===== config.mk =====
export PLATFORM = sky130hd
export DESIGN_NAME = key_conditioner
export DESIGN_NICKNAME = d
export VERILOG_FILES = /design/src/rtl/key_conditioner_pkg.sv /design/src/rtl/key_conditioner_key_debounce_1ch.sv /design/src/rtl/key_conditioner.sv
export SDC_FILE = /design/constraint.sdc
export NUM_CORES = 1
export LEC_CHECK = 0
export BUFFER_PORTS_ARGS = -buffer_cell sky130_fd_sc_hd__buf_2
export CORE_ASPECT_RATIO = 1.1
export CORE_MARGIN = 5
export CORE_UTILIZATION = 60
export CTS_BUF_LIST = sky130_fd_sc_hd__clkbuf_8 sky130_fd_sc_hd__clkbuf_16
export CTS_CLUSTER_SIZE = 24
export DETAILED_ROUTE_END_ITERATION = 8
export PLACE_DENSITY = 0.77
export SYNTH_ARGS = -nofsm -noshare
export SYNTH_HDL_FRONTEND = slang
export SYNTH_SLANG_ARGS = --single-unit

===== constraint.sdc =====
create_clock -name i_clk -period 2.66 [get_ports i_clk]
set_clock_uncertainty 0.1 [all_clocks]
set_input_delay 0.665 -clock i_clk [delete_from_list [all_inputs] [get_ports i_clk]]
set_output_delay 0.665 -clock i_clk [all_outputs]
set_load 0.05 [all_outputs]

===== src/rtl/key_conditioner_pkg.sv =====
// Purpose: shared state encoding and default timing constants for the key conditioner.
// Latency: n/a (types and constants only).
// Backpressure: n/a.
package key_conditioner_pkg;

  // Per-key debounce FSM states
  typedef enum logic [1:0] {
    ST_IDLE         = 2'd0,
    ST_PRESS_WAIT   = 2'd1,
    ST_HELD         = 2'd2,
    ST_RELEASE_WAIT = 2'd3
  } key_state_t;

  // Board defaults: 20 ms debounce and 1 s long-press at 50 MHz
  localparam int DEF_NUM_KEYS        = 3;
  localparam int DEF_DEBOUNCE_CYCLES = 1000000;
  localparam int DEF_DB_W            = 20;
  localparam int DEF_LONG_CYCLES     = 50000000;
  localparam int DEF_LONG_W          = 26;

endpackage


===== src/rtl/key_conditioner_key_debounce_1ch.sv =====
// Purpose: one key channel; 2-flop synchroniser, debounce FSM, press/release/long pulses and level.
// Latency: press/release pulse DEBOUNCE_CYCLES+2 edges after the pin change is first sampled.
// Backpressure: none; pulses are single-cycle and are never held or queued.
module key_debounce_1ch
  import key_conditioner_pkg::*;
#(
  parameter int DEBOUNCE_CYCLES = DEF_DEBOUNCE_CYCLES,
  parameter int DB_W            = DEF_DB_W,
  parameter int LONG_CYCLES     = DEF_LONG_CYCLES,
  parameter int LONG_W          = DEF_LONG_W
) (
  input  logic i_clk,
  input  logic i_rst_n,
  input  logic i_key_n,
  output logic o_key_level,
  output logic o_key_press,
  output logic o_key_release,
  output logic o_key_long
);

  localparam logic [DB_W-1:0]   DB_LAST   = DB_W'(DEBOUNCE_CYCLES - 1);
  localparam logic [LONG_W-1:0] LONG_LAST = LONG_W'(LONG_CYCLES - 1);
  localparam logic [LONG_W-1:0] LONG_MAX  = LONG_W'(LONG_CYCLES);

  logic              r_sync1;
  logic              r_sync2;
  key_state_t        r_state;
  logic [DB_W-1:0]   r_db_cnt;
  logic [LONG_W-1:0] r_long_cnt;
  logic              w_pressed;

  // Pins are active-low; the FSM works with 1 = pressed
  assign w_pressed = ~r_sync2;

  // Two-flop synchroniser; resets to the released level so a held key reads as a new press
  always_ff @(posedge i_clk or negedge i_rst_n) begin
    if (!i_rst_n) begin
      r_sync1 <= 1'b1;
      r_sync2 <= 1'b1;
    end else begin
      r_sync1 <= i_key_n;
      r_sync2 <= r_sync1;
    end
  end

  // Debounce FSM with counters and registered outputs; pulses default low each cycle
  always_ff @(posedge i_clk or negedge i_rst_n) begin
    if (!i_rst_n) begin
      r_state       <= ST_IDLE;
      r_db_cnt      <= '0;
      r_long_cnt    <= '0;
      o_key_level   <= 1'b0;
      o_key_press   <= 1'b0;
      o_key_release <= 1'b0;
      o_key_long    <= 1'b0;
    end else begin
      o_key_press   <= 1'b0;
      o_key_release <= 1'b0;
      o_key_long    <= 1'b0;
      case (r_state)
        ST_IDLE: begin
          if (w_pressed) begin
            r_state  <= ST_PRESS_WAIT;
            r_db_cnt <= '0;
          end
        end
        ST_PRESS_WAIT: begin
          if (!w_pressed) begin
            r_state <= ST_IDLE;
          end else if (r_db_cnt == DB_LAST) begin
            r_state     <= ST_HELD;
            o_key_press <= 1'b1;
            o_key_level <= 1'b1;
            r_long_cnt  <= '0;
          end else begin
            r_db_cnt <= r_db_cnt + 1'b1;
          end
        end
        ST_HELD: begin
          // Saturation guarantees the LONG_LAST match happens only once per press,
          // even across rejected release glitches that return here
          if (r_long_cnt != LONG_MAX) begin
            r_long_cnt <= r_long_cnt + 1'b1;
          end
          if (r_long_cnt == LONG_LAST) begin
            o_key_long <= 1'b1;
          end
          if (!w_pressed) begin
            r_state  <= ST_RELEASE_WAIT;
            r_db_cnt <= '0;
          end
        end
        ST_RELEASE_WAIT: begin
          if (w_pressed) begin
            r_state <= ST_HELD;
          end else if (r_db_cnt == DB_LAST) begin
            r_state       <= ST_IDLE;
            o_key_release <= 1'b1;
            o_key_level   <= 1'b0;
          end else begin
            r_db_cnt <= r_db_cnt + 1'b1;
          end
        end
        default: r_state <= ST_IDLE;
      endcase
    end
  end

endmodule


===== src/rtl/key_conditioner.sv =====
// Purpose: conditions NUM_KEYS raw active-low push-buttons into clean level and event pulses.
// Latency: press/release pulse DEBOUNCE_CYCLES+2 edges after a stable pin change; long pulse LONG_CYCLES after press.
// Backpressure: none; channels are independent and may pulse in the same cycle.
module key_conditioner
  import key_conditioner_pkg::*;
#(
  parameter int NUM_KEYS        = DEF_NUM_KEYS,
  parameter int DEBOUNCE_CYCLES = DEF_DEBOUNCE_CYCLES,
  parameter int DB_W            = DEF_DB_W,
  parameter int LONG_CYCLES     = DEF_LONG_CYCLES,
  parameter int LONG_W          = DEF_LONG_W
) (
  input  logic                i_clk,
  input  logic                i_rst_n,
  input  logic [NUM_KEYS-1:0] i_key_n,
  output logic [NUM_KEYS-1:0] o_key_level,
  output logic [NUM_KEYS-1:0] o_key_press,
  output logic [NUM_KEYS-1:0] o_key_release,
  output logic [NUM_KEYS-1:0] o_key_long
);

  // One self-contained channel per key; no cross-channel logic
  for (genvar g = 0; g < NUM_KEYS; g++) begin : g_ch
    key_debounce_1ch #(
      .DEBOUNCE_CYCLES (DEBOUNCE_CYCLES),
      .DB_W            (DB_W),
      .LONG_CYCLES     (LONG_CYCLES),
      .LONG_W          (LONG_W)
    ) u_ch (
      .i_clk         (i_clk),
      .i_rst_n       (i_rst_n),
      .i_key_n       (i_key_n[g]),
      .o_key_level   (o_key_level[g]),
      .o_key_press   (o_key_press[g]),
      .o_key_release (o_key_release[g]),
      .o_key_long    (o_key_long[g])
    );
  end

endmodule


# == Word level (Yosys, flattened, before mapping) ==
# Cells that the tools add are included.
# totals
output_inout_bits,12
memories,0
ff_bits,162
latchBits,0
wordCells,186
romBits,0
input_bits,5
ram_bits,0
# classes
n_lt_le_gt_ge,0
bitwise,0
muxes,87
n_div,0
shift,0
eq_ne,45
addsub,6
n_mul,0
n_reduce_logical,21
# ops
operator,n
$mux W20,15
$pmux W20 S4,3
$mux W26,9
$pmux W26 S2,3
$add A26 B1 Y26 const B,3
$eq A26 B26 Y1 const B,3
$ne A26 B26 Y1 const B,3
$add A20 B1 Y20 const B,3
$eq A20 B20 Y1 const B,3
$mux W2,18
$reduce_and A4 Y1,9
$mux W1,33
$ne A2 B1 Y1 const B,15
$pmux W2 S4,3
$reduce_and A5 Y1,3
$eq A2 B2 Y1 const B,6
$ne A2 B2 Y1 const B,6
$reduce_bool A2 Y1,6
$ne A3 B1 Y1 const B,3
$ne A3 B3 Y1 const B,3
$eq A2 B1 Y1 const B,3
$logic_not A2 Y1,3
$pmux W1 S2,3

# == Depth between registers and ports, before layout ==
# Gate-level depths: netlist of run 1.
# logic_depth
ltp_word,4
depth_mapped,8

# == Hierarchy ==
# Synthesis of run 1 repeated with hierarchy kept, for this count alone.
# unflattened
hier_cells,893
hier_area_um2,8600.7
# by_module_without_submodules
module,cells_each,instances,area_per_inst_um2,seq_area_each_um2
key_debounce_1ch at g_ch[0].u_ch ...,305,2,2896.5,1353.8
key_debounce_1ch at g_ch[2].u_ch,283,1,2807.7,1353.8

# == Worst setup path after synthesis of run 1 ==
# Ideal clock, no wire load.
# synth_timing
path_kind,flip-flop to flip-flop
startpoint,register g_ch[2].u_ch.r_db_cnt[10]
endpoint,register g_ch[2].u_ch.r_long_cnt[25]
t_arrival_ps,2157
path_stages_with_launch,6
synth_period_minus_slack_ps,2334
setup_ps,77
slack_ps,326
n_path_buf,0
required_ps,2483
path_cell_list,dfrtp_1 -> or4_4 -> nor4_4 -> a21oi_2 -> or4_1 -> a21oi_1
# synth_between
elab_chain_cells,3
# synth_lines
element,line,text
"start, declared",key_conditioner_key_debounce_1ch.sv:28,logic [DB_W-1:0] r_db_cnt;
"start signal, assigned",key_conditioner_key_debounce_1ch.sv:76,r_db_cnt <= r_db_cnt + 1'b1;
"start signal, assigned",key_conditioner_key_debounce_1ch.sv:101,r_db_cnt <= r_db_cnt + 1'b1;
$eq A20 B20 Y1,key_conditioner_key_debounce_1ch.sv:70,end else if (r_db_cnt == DB_LAST) begin
$ne A2 B1 Y1 (no line),-,
$reduce_and A4 Y1 (no line),-,
"end signal, assigned",key_conditioner_key_debounce_1ch.sv:83,r_long_cnt <= r_long_cnt + 1'b1;
"end, declared",key_conditioner_key_debounce_1ch.sv:29,logic [LONG_W-1:0] r_long_cnt;
# Every way passes these cells.
# A chain may end at the register's enable or synchronous reset.

# == Worst setup path in the final report of run 1 ==
# Same ends and word-level chain as after synthesis.

==> results.json, run 1 <==
{
  "status": "finished, final reports clean",
  "r2r_cells": 5,
  "syn_avg_cell_area_um2": 9.13,
  "power.leakage_nw": 4.23,
  "synthTopCellsByArea": "dfrtp_1, nor2_1, xor2_1",
  "cts-htree-levels": 4,
  "setup_viol": 0,
  "diodes": 0,
  "cts_buffers": 17,
  "fin_cells": 1196,
  "hold_viol": 0,
  "routedWlPerCell_um": 16.0,
  "ys_warn_count": 0,
  "yosysTopAreaCell": "dfrtp_1",
  "synth_top_area_share_pct": 44.1,
  "place_congestion": 0.876,
  "fmax_mhz": 421,
  "cp_max_fo": 10,
  "cts-root-buf": "clkbuf_16",
  "grt_pass1_vias": 7050,
  "synth_edf_count": 0,
  "grt_first_pass_wirelength_mm": 32.9,
  "drc": 0,
  "startpoint": "g_ch[2].u_ch.r_db_cnt[10]",
  "synth_commonest_cells": "dfrtp_1, nor2_1, nand2_1, nand4_1, nand3_1",
  "fin_util_pct": 68.1,
  "wirelength_mm": 19.1,
  "p_total_mw": 5.17,
  "path_class": "flop to flop",
  "die-area_mm2": 0.0173,
  "combPwrFrac_pct": 3.9,
  "synth_area_mm2": 0.00886,
  "syn_nets": 984,
  "synth.most_common_cell": "dfrtp_1",
  "insertion_delay_ps": 430,
  "vdd_drop_max_mv": 0.454,
  "antenna_found_initial": 0,
  "initial_core_util_pct": 61.3,
  "gr-total-overflow": 0,
  "maxSlewHeadroom_pct": 54.2,
  "rsz0062_at_grt": "no",
  "numPlacedInstances": 1164,
  "end_kind": "flop",
  "dp_hpwl_mm": 13.1,
  "portBuffers": 16,
  "arrival_ps": 2620,
  "cts_setup_buffers": 0,
  "grt_use_total_pct": 22.9,
  "report.final.slew_viol_count": 0,
  "cts_hold_buf": 0,
  "clock_sinks": 162,
  "post-route-min-period_ps": 2370,
  "fin_nets": 1005,
  "synthCells": 970,
  "netSwitchingFraction_pct": 22.5,
  "min_path_type": "primary input to async pin",
  "die_x_um": 126,
  "setup_tns_ps": 0,
  "synthArstFlopShare_pct": 100,
  "path_clk_slew_ps": 60,
  "vias_per_cell": 6.18,
  "pwr-share-clk_pct": 46.5,
  "reg2reg_from": "g_ch[2].u_ch.r_db_cnt[10]",
  "tightest_slew_ps": 683,
  "cts_resized": 0,
  "firstDrtPassIters": 5,
  "start_kind": "flop",
  "seq_power_share_pct": 49.5,
  "power.switching_mw": 1.16,
  "drive_above_1_share_pct": 11.3,
  "maxCapViolCount": 0,
  "ys_seq_elements": 162,
  "via_count": 7389,
  "synth.yosys.seq_area_share_pct": 45.8,
  "synthFlopType": "dfrtp_1",
  "internal_power_mw": 4.01,
  "synthDistinctLibCells": 70,
  "fin_crit_sh_pct": 89.2,
  "pin_count": 17,
  "grt_start_max_net_pins": 57,
  "cts_tree": "done",
  "row_count": 46,
  "drt-initial-drc-count": 501,
  "synthToLayoutAreaGrowth_pct": 11.1,
  "ant_nets": 0,
  "p_per_area_mw_per_mm2": 525,
  "die_y_um": 137,
  "core-area_mm2": 0.0144,
  "cp_data_required_time_ps": 2900,
  "cts_buffer_depth": 2
}
==> flip-flops by register name, indices dropped and copies added (netlist names), named ones only <==
name	count
g_ch.u_ch.r_long_cnt	78
g_ch.u_ch.r_db_cnt	60
g_ch.u_ch.o_key_level	3
g_ch.u_ch.o_key_long	3
g_ch.u_ch.o_key_press	3
g_ch.u_ch.o_key_release	3
g_ch.u_ch.r_state	3
g_ch.u_ch.r_sync1	3
g_ch.u_ch.r_sync2	3
==> worst paths after layout <==
kind,slack [ps],endpoint
worst min register to register,260,g_ch[1].u_ch.r_sync2
worst max-delay path,290,g_ch[2].u_ch.r_long_cnt[25]
max in group asynchronous,1710,g_ch[2].u_ch.r_sync1
worst min-delay path,40,g_ch[1].u_ch.o_key_release
min in group i_clk,230,g_ch[1].u_ch.r_sync1
worst max register to register,290,g_ch[2].u_ch.r_long_cnt[25]
==> cell usage in the layout, fill, tap and decap left out, types with 4 or more instances in the layout <==
| master | netlist | layout |
|---|---|---|
| inv_1 | 25 | 26 |
| nand2b_1 | 8 | 8 |
| dfrtp_1 | 156 | 156 |
| o31ai_1 | 8 | 8 |
| xor2_1 | 44 | 44 |
| or3_1 | 24 | 24 |
| a21oi_1 | 45 | 45 |
| nor4_1 | 20 | 20 |
| or4_1 | 10 | 10 |
| o21ai_0 | 45 | 45 |
| nand2_1 | 89 | 89 |
| buf_4 | 13 | 35 |
| dfstp_2 | 6 | 6 |
| a31o_2 | 4 | 4 |
| nand4b_1 | 4 | 4 |
| nor2_1 | 105 | 105 |
| nor3b_1 | 4 | 4 |
| nor3_1 | 33 | 33 |
| nand3_1 | 51 | 51 |
| nand4_1 | 59 | 59 |
| ha_1 | 9 | 9 |
| mux2_2 | 4 | 4 |
| o211ai_1 | 6 | 6 |
| and2_1 | 8 | 8 |
| nor4b_1 | 8 | 8 |
| nor2b_1 | 6 | 6 |
| a31oi_1 | 5 | 5 |
| mux2i_1 | 15 | 15 |
| clkbuf_16 | 0 | 17 |
| and3_1 | 22 | 22 |
| clkinvlp_4 | 0 | 4 |
| xnor2_1 | 18 | 18 |
| buf_2 | 5 | 15 |
| and4_1 | 15 | 15 |
| a221o_1 | 5 | 5 |
==> per-stage QoR <==
stage	worst slack, ps	cell area, um^2	hold slack (ps)
after detailed placement	324	9250	247
after floorplan	326	8860	245
after global routing	70.7	9840	68.4
final	287	9840	42.6
after CTS	266	9840	43.4
after global placement	372	9250	245
==> power by group through the flow <==
stage	sequential, mW	combinational, mW	clock [mW]
final	2.56	0.203	2.41
after global routing	2.56	0.233	2.58
after CTS	2.56	0.208	2.46
after detailed placement	2.60	0.207	0
after global placement	2.60	0.203	0
after floorplan	2.59	0.111	0
==> critical path: stages, from the launching register on <==
cell and delay (ps):
dfrtp_1 430, or4_4 540, nor4_4 340, a21oi_2 170
or4_1 540, a21oi_1 180
==> cells by family (layout without fill, tap and decap cells) <==
| kind of cell | after synthesis | after routing | synth area share [%] |
|---|---|---|---|
| xor+xnor | 62 | 62 | 6.13 |
| mux | 19 | 19 | 2.20 |
| fa+ha+maj | 9 | 9 | 1.27 |
| compound gates | 152 | 152 | 11.0 |
| simple gates | 490 | 490 | 29.7 |
| flops | 162 | 162 | 45.8 |
| buf+inv | 76 | 110 | 3.84 |
==> area by class of cell <==
| cell class | instances | area, um^2 |
|---|---|---|
| clock inverter | 13 | 135 |
| sequential | 162 | 4060 |
| timing repair buffer | 53 | 389 |
| tap | 192 | 240 |
| fill | 1139 | 4610 |
| inverter | 25 | 93.8 |
| multi-input combinational | 732 | 4470 |
| clock buffer | 19 | 453 |
==> metal layers <==
layer | vias up | track usage (%) | share of wire [%]
met5 | - | 0 | 0
met4 | 0 | 9.24 | 2.3
met3 | 40 | 3.80 | 3.8
met2 | 168 | 38.7 | 49
met1 | 3603 | 29.6 | 45
li1 | 3578 | - | -
Note: power is estimated with default switching activity, not from simulation.
==> run 2, diff against run 1 <==
--- a/config.mk
+++ b/config.mk
@@ -12,7 +12,7 @@
 export CTS_BUF_LIST = sky130_fd_sc_hd__clkbuf_8 sky130_fd_sc_hd__clkbuf_16
 export CTS_CLUSTER_SIZE = 24
 export DETAILED_ROUTE_END_ITERATION = 8
-export PLACE_DENSITY = 0.77
+export PLACE_DENSITY = 0.78
 export SYNTH_ARGS = -nofsm -noshare
 export SYNTH_HDL_FRONTEND = slang
 export SYNTH_SLANG_ARGS = --single-unit
==> constraint.sdc (replaced) <==
create_clock -name i_clk -period 2.8 [get_ports i_clk]
set_clock_uncertainty 0.1 [all_clocks]
set_input_delay 0.7 -clock i_clk [delete_from_list [all_inputs] [get_ports i_clk]]
set_output_delay 0.7 -clock i_clk [all_outputs]
set_load 0.05 [all_outputs]
==> results.json, run 2 (synthesis results as in run 1) <==
{
  "status": "finished, final reports clean",
  "cts_tree": "done",
  "report.final.slew_viol_count": 0,
  "hold_viol": 0,
  "pin_count": 17,
  "via_count": 7311,
  "grt_pass1_vias": 6973,
  "final_common_cell": "dfrtp_1",
  "setup_slack_ps": 305,
  "core-area_mm2": 0.0144,
  "fin_crit_sh_pct": 89.1,
  "routedWlPerCell_um": 15.6,
  "post-route-min-period_ps": 2500,
  "vdd_drop_max_mv": 0.493,
  "p_per_area_mw_per_mm2": 502,
  "cp_data_required_time_ps": 3050,
  "dp_hpwl_mm": 12.8,
  "portBuffers": 16,
  "cts_buffers": 17,
  "firstDrtPassIters": 4,
  "path_clk_slew_ps": 60,
  "drive_above_1_share_pct": 10.1,
  "cts_buffer_depth": 2,
  "min_path_type": "primary input to async pin",
  "maxSlewHeadroom_pct": 51.6,
  "power.leakage_nw": 4.20,
  "die_y_um": 137,
  "path_class": "flop to flop",
  "grt_start_max_net_pins": 52,
  "setup_tns_ps": 0,
  "vias_per_cell": 6.15,
  "final_cell_mix": "dfrtp_1, nor2_1, nand2_1",
  "insertion_delay_ps": 420,
  "grt_use_total_pct": 22.6,
  "place_congestion": 0.933,
  "cts_setup_buffers": 0,
  "rsz0062_at_grt": "no",
  "largest_register_ffs": 78,
  "post-place-ws_ps": 318,
  "diodes": 0,
  "cts-root-buf": "clkbuf_16",
  "ant_nets": 0,
  "drt-initial-drc-count": 429,
  "tightest_slew_ps": 720,
  "initial_core_util_pct": 61.3,
  "die-area_mm2": 0.0173,
  "cts_hold_buf": 0,
  "cp_max_fo": 10,
  "regMostFlops": "g_ch.u_ch.r_long_cnt",
  "end_kind": "flop",
  "start_kind": "flop",
  "fmax_mhz": 401,
  "drc": 0,
  "row_count": 46,
  "clock_sinks": 162,
  "die_x_um": 126,
  "fin_nets": 997,
  "synthToLayoutAreaGrowth_pct": 10.3,
  "setup_viol": 0,
  "gr-total-overflow": 0,
  "wirelength_mm": 18.5,
  "p_total_mw": 4.91,
  "arrival_ps": 2740,
  "cts_resized": 0,
  "fin_util_pct": 67.6,
  "maxCapViolCount": 0,
  "grt_first_pass_wirelength_mm": 32.5,
  "reg_top3": "g_ch.u_ch.r_long_cnt x78, g_ch.u_ch.r_db_cnt x60",
  "antenna_found_initial": 0,
  "r2r_cells": 5,
  "cts-htree-levels": 4
}
## run 2: worst max-delay path, cell delays in order (launching register included)
cell,delay (ps)
dfrtp_1,440
or4_4,550
nor4_4,470
a21oi_2,190
or4_1,530
a21oi_1,140
## run 2: final timing paths
check / start / end / slack [ps]
worst max-delay path: g_ch[2].u_ch.r_db_cnt[10] / g_ch[2].u_ch.r_long_cnt[25] / 300
min in group i_clk: g_ch[2].u_ch.r_sync1 / g_ch[2].u_ch.r_sync2 / 260
max in group asynchronous: i_rst_n / g_ch[2].u_ch.r_db_cnt[8] / 1780
worst min-delay path: i_rst_n / g_ch[1].u_ch.o_key_release / 110
worst max register to register: g_ch[2].u_ch.r_db_cnt[10] / g_ch[2].u_ch.r_long_cnt[25] / 300
worst min register to register: g_ch[2].u_ch.r_sync1 / g_ch[2].u_ch.r_sync2 / 260
## run 2: per-layer routing
layer / GRT usage (%) / part of all wire [%]
met5: 0 / 0
met4: 7.63 / 1.5
met3: 4.23 / 3.1
met2: 39.6 / 51
met1: 28.5 / 45
## run 2: area by class of cell
cell class	count	area (um^2)
clock inverters	15	155
fillers	1150	4680
inverters	25	93.8
well taps	192	240
repair buffers	45	329
clock buffers	17	425
multi-input cells	732	4470
flip-flops and latches	162	4060
## run 2: metrics by stage
| step | hold slack (ps) | area (um^2) | std cells |
|---|---|---|---|
| 6_report | 115 | 9770 | 1188 |
| 5_1_grt | 139 | 9770 | 1188 |
| 4_1_cts | 123 | 9770 | 1188 |
| 3_5_place_dp | 247 | 9190 | 1156 |
| 3_3_place_gp | 246 | 9190 | 1156 |
| 2_1_floorplan | 245 | 8860 | 970 |
## run 2: power by group
| part | switching (mW) | internal (mW) |
|---|---|---|
| Clock | 0.906 | 1.38 |
| Sequential | 0.0571 | 2.38 |
| Combinational | 0.117 | 0.0645 |
==> run 3, diff against run 2 <==
--- a/config.mk
+++ b/config.mk
@@ -8,11 +8,11 @@
 export BUFFER_PORTS_ARGS = -buffer_cell sky130_fd_sc_hd__buf_2
 export CORE_ASPECT_RATIO = 1.1
 export CORE_MARGIN = 5
-export CORE_UTILIZATION = 60
+export CORE_UTILIZATION = 65
 export CTS_BUF_LIST = sky130_fd_sc_hd__clkbuf_8 sky130_fd_sc_hd__clkbuf_16
 export CTS_CLUSTER_SIZE = 24
 export DETAILED_ROUTE_END_ITERATION = 8
-export PLACE_DENSITY = 0.78
+export PLACE_DENSITY = 0.83
 export SYNTH_ARGS = -nofsm -noshare
 export SYNTH_HDL_FRONTEND = slang
 export SYNTH_SLANG_ARGS = --single-unit
==> results.json, run 3 (synthesis results as in run 1) <==
{
  "wirelength_mm": 18.8,
  "cts-root-buf": "clkbuf_16",
  "die_y_um": 132,
  "min_path_type": "primary input to async pin",
  "cts-htree-levels": 4,
  "synthToLayoutAreaGrowth_pct": 10.8,
  "p_total_mw": 5.09,
  "tightest_slew_ps": 868,
  "via_count": 7361,
  "report.final.slew_viol_count": 0,
  "cts_buffers": 17,
  "cts_tree": "done",
  "post-place-ws_ps": 311,
  "clock_sinks": 162,
  "grt_first_pass_wirelength_mm": 32.6,
  "arrival_ps": 2760,
  "vias_per_cell": 6.24,
  "drive_above_1_share_pct": 10.6,
  "end_kind": "flop",
  "power.leakage_nw": 4.21,
  "diodes": 0,
  "rsz0062_at_grt": "no",
  "regMostFlops": "g_ch.u_ch.r_long_cnt",
  "fin_nets": 997,
  "drc": 0,
  "gr-total-overflow": 0,
  "start_kind": "flop",
  "largest_register_ffs": 78,
  "path_clk_slew_ps": 70,
  "core-area_mm2": 0.0133,
  "firstDrtPassIters": 5,
  "hold_viol": 0,
  "antenna_found_initial": 0,
  "die-area_mm2": 0.0161,
  "insertion_delay_ps": 420,
  "maxCapViolCount": 0,
  "cp_data_required_time_ps": 3060,
  "initial_core_util_pct": 66.8,
  "grt_use_total_pct": 24.4,
  "ant_nets": 0,
  "die_x_um": 121,
  "setup_tns_ps": 0,
  "final_cell_mix": "dfrtp_1, nor2_1, nand2_1",
  "cts_buffer_depth": 2,
  "final_common_cell": "dfrtp_1",
  "row_count": 44,
  "fmax_mhz": 400,
  "final.fill_count": 1008,
  "grt_pass1_vias": 7115,
  "setup_viol": 0,
  "fin_crit_sh_pct": 89.4,
  "post-route-min-period_ps": 2500,
  "p_per_area_mw_per_mm2": 519,
  "cts_setup_buffers": 0,
  "cts_resized": 0,
  "vdd_drop_max_mv": 0.410,
  "grt_start_max_net_pins": 66,
  "cp_max_fo": 10,
  "path_class": "flop to flop",
  "maxSlewHeadroom_pct": 42.0,
  "place_congestion": 0.851,
  "portBuffers": 16,
  "drt-initial-drc-count": 631,
  "dp_hpwl_mm": 12.8,
  "routedWlPerCell_um": 16.0,
  "reg_top3": "g_ch.u_ch.r_long_cnt x78, g_ch.u_ch.r_db_cnt x60",
  "pin_count": 17,
  "cts_hold_buf": 0,
  "status": "finished, final reports clean",
  "setup_slack_ps": 298
}
[run 3: path summary, 6_finish.rpt]
check | startpoint | end | slack (ps) | cells past startpoint
min in group i_clk | g_ch[0].u_ch.r_sync1 | g_ch[0].u_ch.r_sync2 | 260 | 0
setup reg to reg | g_ch[2].u_ch.r_db_cnt[10] | g_ch[2].u_ch.r_long_cnt[25] | 300 | 5
setup / recovery | g_ch[2].u_ch.r_db_cnt[10] | g_ch[2].u_ch.r_long_cnt[25] | 300 | 5
hold / removal | i_rst_n | g_ch[0].u_ch.r_long_cnt[8] | 80 | 1
hold reg to reg | g_ch[0].u_ch.r_sync1 | g_ch[0].u_ch.r_sync2 | 260 | 0
max in group asynchronous | i_rst_n | g_ch[2].u_ch.r_sync2 | 1840 | 2
[run 3: routing by layer]
metal | share of wire (%) | global-route usage [%] | up-vias
met5 | 0 | 0 | -
li1 | - | - | 3580
met2 | 50 | 41.0 | 160
met1 | 44 | 31.6 | 3583
met4 | 1.9 | 9.03 | 0
met3 | 3.8 | 4.27 | 38
[run 3: critical path: stages (launching register included)]
cell	delay [ps]
dfrtp_1	430
or4_4	540
nor4_4	490
a21oi_2	200
or4_1	530
a21oi_1	150
[run 3: stage by stage]
stage | instance area (um^2) | utilization, % | instances | hold slack, ps
2_1_floorplan | 8860 | - | 970 | 245
3_3_place_gp | 9180 | 69.2 | 1148 | 246
3_5_place_dp | 9180 | 69.2 | 1148 | 248
4_1_cts | 9810 | 74.0 | 1180 | 78.9
5_1_grt | 9810 | 74.0 | 1180 | 99.3
6_report | 9810 | 74.0 | 1180 | 75.6
[run 3: cell type report]
cell class | instances | area, um^2 | share of cell area [%]
multi-input cells | 732 | 4470 | 45.5
flip-flops and latches | 162 | 4060 | 41.4
clock buffers | 17 | 425 | 4.34
repair buffers | 45 | 329 | 3.35
well taps | 184 | 230 | 2.35
clock inverters | 15 | 206 | 2.10
inverters | 25 | 93.8 | 0.956
[run 3: power breakdown]
group	switching, mW	total, mW	internal, mW
Clock	0.967	2.47	1.50
Sequential	0.0529	2.43	2.38
Combinational	0.125	0.189	0.0640
